[config.mk]
export PLATFORM = sky130hd
export DESIGN_NAME = product_accumulator
export DESIGN_NICKNAME = d
export VERILOG_FILES = /design/src/rtl/product_accumulator.sv
export SDC_FILE = /design/constraint.sdc
export NUM_CORES = 1
export LEC_CHECK = 0
export ABC_AREA = 1
export BUFFER_PORTS_ARGS = -buffer_cell sky130_fd_sc_hd__buf_2
export CAP_MARGIN = 30
export CELL_PAD_IN_SITES_DETAIL_PLACEMENT = 1
export CELL_PAD_IN_SITES_GLOBAL_PLACEMENT = 1
export CORE_MARGIN = 1
export CORE_UTILIZATION = 40
export CTS_BUF_LIST = sky130_fd_sc_hd__clkbuf_4 sky130_fd_sc_hd__clkbuf_8
export DETAILED_ROUTE_END_ITERATION = 10
export PLACE_DENSITY_LB_ADDON = 0.25
export REMOVE_ABC_BUFFERS = 1
export SYNTH_ARGS = -nofsm -noshare
export SYNTH_HDL_FRONTEND = slang
export SYNTH_SLANG_ARGS = --single-unit
[constraint.sdc]
create_clock -name clk -period 2.5 [get_ports clk]
set_input_delay 0.5 -clock clk [delete_from_list [all_inputs] [get_ports clk]]
set_output_delay 0.5 -clock clk [all_outputs]
set_load 0.05 [all_outputs]
[src/rtl/product_accumulator.sv]
// Accumulates a programmed number of unsigned products into a saturating
// wide sum, handing the total off on a valid/ready result port.
module product_accumulator #(
  parameter int PROD_W = 16,
  parameter int ACC_W  = 24,
  parameter int LEN_W  = 5
) (
  input  logic              clk,
  input  logic              rst,
  input  logic              start,
  input  logic [LEN_W-1:0]  len,
  input  logic              in_valid,
  output logic              in_ready,
  input  logic [PROD_W-1:0] in_product,
  output logic              out_valid,
  input  logic              out_ready,
  output logic [ACC_W-1:0]  out_sum,
  output logic              out_overflow,
  output logic              busy
);

  localparam logic [1:0] ST_IDLE  = 2'd0;
  localparam logic [1:0] ST_ACCUM = 2'd1;
  localparam logic [1:0] ST_DONE  = 2'd2;

  logic [1:0]       state_q, state_d;
  logic [LEN_W-1:0] remaining_q, remaining_d;
  logic [ACC_W-1:0] acc_q, acc_d;
  logic             ovf_q, ovf_d;

  logic             xfer;
  logic [ACC_W:0]   sum_full;

  assign in_ready     = (state_q == ST_ACCUM);
  assign out_valid    = (state_q == ST_DONE);
  assign busy         = (state_q != ST_IDLE);
  assign out_sum      = acc_q;
  assign out_overflow = ovf_q;

  assign xfer     = in_valid && in_ready;
  // Extra top bit captures the carry-out that triggers saturation.
  assign sum_full = {1'b0, acc_q} + (ACC_W+1)'(in_product);

  always_comb begin
    // NOTE: every variable gets a default before any branch so no latch is inferred.
    state_d     = state_q;
    remaining_d = remaining_q;
    acc_d       = acc_q;
    ovf_d       = ovf_q;

    case (state_q)
      ST_IDLE: begin
        if (start) begin
          remaining_d = len;
          acc_d       = '0;
          ovf_d       = 1'b0;
          state_d     = (len == '0) ? ST_DONE : ST_ACCUM;
        end
      end
      ST_ACCUM: begin
        if (xfer) begin
          if (sum_full[ACC_W]) begin
            acc_d = '1;
            ovf_d = 1'b1;
          end else begin
            acc_d = sum_full[ACC_W-1:0];
          end
          remaining_d = remaining_q - LEN_W'(1);
          if (remaining_q == LEN_W'(1)) begin
            state_d = ST_DONE;
          end
        end
      end
      ST_DONE: begin
        if (out_ready) begin
          state_d = ST_IDLE;
        end
      end
      default: state_d = ST_IDLE;
    endcase
  end

  // NOTE: sequential state uses non-blocking assignments so all flops update together.
  always_ff @(posedge clk) begin
    if (rst) begin
      state_q     <= ST_IDLE;
      remaining_q <= '0;
      acc_q       <= '0;
      ovf_q       <= 1'b0;
    end else begin
      state_q     <= state_d;
      remaining_q <= remaining_d;
      acc_q       <= acc_d;
      ovf_q       <= ovf_d;
    end
  end

endmodule

==> results.rst <==
.. list-table::
   :header-rows: 1

   * - Metric
     - Value
   * - Result of the run
     - completed
   * - Switching power
     - 0.001125 W
   * - Number of cells in the finished layout apart from fillers
     - 651
   * - Ports
     - 54
   * - Delay-heaviest family, CP
     - simple AND/OR/NAND/NOR gates
   * - Data arrival at the endpoint of the critical path
     - 2.35 ns
   * - Worst reg2reg startpoint
     - out_sum[0]$_SDFFE_PP0P_
   * - Fraction of power consumed by the clock network
     - 0.239
   * - Headroom to the max-slew limit
     - 0.3510
   * - Total iterations of the first detailed-routing run
     - 4
   * - Gate count after technology mapping
     - 493
   * - CTS buffer count
     - 5
   * - Fraction of layout instances using a drive strength above 1
     - 0.2101
   * - Vias in the first global route
     - 3408
   * - Routed WL
     - 9.391 mm
   * - Effective utilization at floorplan
     - 0.4126
   * - Global router's overall resource usage
     - 0.2591
   * - Count of cells along the worst register-to-register path
     - 13
   * - Sort of element at the end of the critical path
     - register
   * - Floorplan row count
     - 31
   * - Critical path class
     - reg -> reg
   * - Internal power consumption
     - 0.001292 W
   * - Placeable core area
     - 0.007214 sq mm
   * - Die outline area
     - 0.007791 sq mm
   * - Total design power
     - 0.002417 W
   * - Quantity of hold-fixing buffers added after cts
     - 0
   * - Initial antenna violation count
     - 0
   * - Critical Path Max Stage Delay
     - 0.45 ns
   * - Number of buffer cells added on primary ports
     - 53
   * - Buffers inserted during post-CTS setup optimization
     - 0
   * - Clock period minus final worst setup slack
     - 2.168 ns
   * - Maximum frequency from static timing analysis
     - 461.3 MHz
   * - Worst hold endpoint
     - out_sum[9]$_SDFFE_PP0P_
   * - Hold Path Stages
     - 2
   * - Worst Clk Skew
     - 0.006067 ns
   * - HPWL after DPL
     - 7.403 mm
   * - Setup repair after global routing missed its margin
     - false
   * - Clock sinks
     - 32
   * - Reg-to-reg slack, setup
     - 0.33 ns
   * - Clock latency on the worst-skew pair
     - 0.29 ns
   * - Buffers from clock root to sink, at most
     - 2
   * - Final Hold Viols
     - 0
   * - Wire per inst
     - 14.43 um
   * - Max Transition Viols Final
     - 0
   * - Critical Path Start Type
     - register
   * - CTS HTree Levels
     - 2
   * - DRT iter0 DRCs
     - 113
   * - Flops & latches, synth
     - 32
   * - Switching share of power
     - 0.4656
   * - Fin worst setup slack
     - 0.3324 ns
   * - Hold wc startpoint
     - out_sum[9]$_SDFFE_PP0P_
   * - Clock slew at reported path FFs
     - 0.08 ns
   * - Worst slack after detailed placement
     - -0.2006 ns
   * - Combinational share of power
     - 0.488
   * - Relative area change from synthesis to final layout
     - 17.95%
   * - Ys flop type
     - dfxtp_1
   * - Worst-path cell chain
     - ha_1 -> fa_1 -> nand2_2 -> nand2_2 -> nand3_2 -> nand2_2 -> nand2_2 -> nand2_2 -> nand2_2 -> buf_4 -> nor2_1 -> o21ai_0 -> nor2_1
   * - Post-synthesis cell area
     - 0.002977 sq mm
   * - Crit path buffers/inverters
     - 1
   * - Horiz. Die Dim
     - 88.27 um
   * - Power per standard cell area
     - 688.3 mW/mm^2
   * - Transition at the pin with the smallest max-transition slack
     - 0.9725 ns
   * - Count of different cell masters after synthesis
     - 35
   * - Last weighted congestion value of the routability-driven placer
     - 0.8881
   * - Data required time at the worst endpoint
     - 2.68 ns
   * - Number of vias per cell after detailed routing
     - 5.097
   * - Leftover overflow at the end of global routing
     - 0
   * - Antenna diode count
     - 0
   * - Yosys warnings
     - 0
   * - Class of the tightest hold or removal check
     - reg -> reg
   * - Avg Inst Size Synth
     - 6.038 sq um
   * - Count of nets left with antenna violations after detail routing
     - 0
   * - Die Span Y
     - 88.27 um
   * - Largest net degree at the start of global routing
     - 26
   * - Maximum fanout count along the critical path
     - 5
   * - Utilization after layout
     - 0.4866
   * - Finished Cell Area
     - 0.003511 sq mm
   * - Global-route wire length before repair
     - 15.67 mm
   * - Clk Tree Root Cell
     - clkbuf_8
   * - Sequential Power Share
     - 0.273
   * - Residual DRC
     - 0
   * - Terminus of the critical flop-to-flop path
     - out_overflow$_SDFFE_PP0P_
   * - Leakage dissipation
     - 1.853 nW
   * - TritonCTS clock tree
     - done
   * - Sequential cell area fraction in the yosys report
     - 0.2152
   * - Routed vias
     - 3318
   * - Post-route fraction of the period consumed by the critical path
     - 0.8670
   * - Worst supply voltage drop on vdd
     - 0.0003696 V
   * - FFs w/ async S/R, synth
     - 0
   * - Number of max-cap violations
     - 0
   * - Count of flip-flops with a built-in enable after synthesis
     - 0
   * - DP Area
     - 0.003381 sq mm
   * - Final-stage net count
     - 596
   * - Placed Cells incl. Taps
     - 643
   * - Most frequent CP cell
     - nand2_2
   * - Quantity of gates resized following cts
     - 0
   * - Setup violations, final
     - 0
   * - Crit path max-delay cell type
     - fa_1
==> flip-flops by register name, indices dropped and copies added, names as in the netlist <==
register / flops
out_overflow: 1
out_sum: 24
state_q: 2
remaining_q: 5
==> placed cells by master, fill, tap and decap left out, types with 2 or more instances in the layout <==
| cell type | n |
|---|---|
| nand3_2 | 11 |
| nor2_1 | 38 |
| a31oi_1 | 2 |
| a21oi_2 | 10 |
| a21oi_1 | 26 |
| nand2_2 | 10 |
| inv_2 | 4 |
| nand3b_1 | 2 |
| buf_4 | 7 |
| nor2_4 | 3 |
| nand3_1 | 32 |
| and2_1 | 2 |
| o21ai_1 | 10 |
| nand2_1 | 164 |
| nor3_1 | 6 |
| nor2_2 | 2 |
| ha_1 | 18 |
| dfxtp_1 | 32 |
| o21ai_0 | 9 |
| buf_2 | 53 |
| xor2_1 | 9 |
| clkbuf_8 | 7 |
| inv_1 | 71 |
| nand4_1 | 7 |
| or2_2 | 4 |
| a211oi_1 | 3 |
==> worst max path at each step <==
stage | startpoint | to | slack [ns] | depth (start not counted)
floorplan | out_sum[0]$_SDFFE_PP0P_ | out_overflow$_SDFFE_PP0P_ | 0.24 | 12
global placement | in_product[11] | out_sum[10]$_SDFFE_PP0P_ | -0.05 | 10
detailed placement | in_product[11] | out_sum[10]$_SDFFE_PP0P_ | -0.20 | 10
CTS | out_sum[11]$_SDFFE_PP0P_ | out_sum[10]$_SDFFE_PP0P_ | 0.05 | 9
global route | out_sum[0]$_SDFFE_PP0P_ | out_overflow$_SDFFE_PP0P_ | 0.15 | 13
finish | out_sum[0]$_SDFFE_PP0P_ | out_overflow$_SDFFE_PP0P_ | 0.33 | 13
==> power groups by stage <==
stage	Combinational [W]	Sequential, W	Clock [W]
2_1_floorplan	0.000745	0.000775	0
3_3_place_gp	0.00114	0.000664	0
3_5_place_dp	0.00117	0.000670	0
4_1_cts	0.00118	0.000660	0.000588
5_1_grt	0.00131	0.000672	0.000609
6_report	0.00118	0.000660	0.000578
==> layout make-up <==
class / instances / area [sq um]
fill: 1070 / 3704
multi-input combinational: 376 / 2001
sequential: 32 / 640.6
timing repair buffer: 61 / 337.8
inverter: 75 / 281.5
tap: 99 / 123.9
clock buffer: 7 / 96.34
clock inverter: 1 / 30.03
==> logic make-up after synthesis <==
group / Yosys count / synth area share
and+or+nand+nor: 284 / 0.4355
buffers and inverters: 85 / 0.1139
AOI/OAI and AO/OA: 64 / 0.1265
DFF: 32 / 0.2152
adders and majority gates: 19 / 0.08239
xor gates and xnor gates: 9 / 0.02648
==> through the flow <==
| stage | hold WS, ns | TNS [ns] |
|---|---|---|
| 5_1_grt | 0.4999 | 0 |
| 2_1_floorplan | 0.4456 | 0 |
| 3_5_place_dp | 0.4748 | -0.9652 |
| 3_3_place_gp | 0.4658 | -0.05116 |
| 4_1_cts | 0.4859 | 0 |
| 6_report | 0.4842 | 0 |
==> tightest hold or removal path, delay by kind of cell, from the launching register on <==
| kind | cells | cell delay, ns |
|---|---|---|
| and+or+nand+nor | 1 | 0.06 |
| AOI/OAI and AO/OA | 1 | 0.05 |
| DFF | 1 | 0.32 |
==> cell usage after synthesis, drive strengths merged (2+ instances only) <==
library cell	number	area, sq um
dfxtp	32	640.6
nand4	7	43.79
o21ai	20	100.1
nor3	7	46.30
xor2	9	78.83
nand2	174	678.2
buf	6	41.28
inv	75	281.5
ha	18	225.2
or2	4	25.02
nor2	43	188.9
a21oi	36	217.7
a31oi	2	12.51
nand3	43	270.3
a211oi	3	22.52
nand3b	2	15.01
clkbuf	4	16.26
and2	3	21.27
==> layer usage <==
metal  share of wire  track usage
met1            0.46       0.3152
met3           0.027      0.03451
met4           0.016      0.07478
met5               0            0
met2            0.49       0.4741
Note: power is estimated with default switching activity, not from simulation.
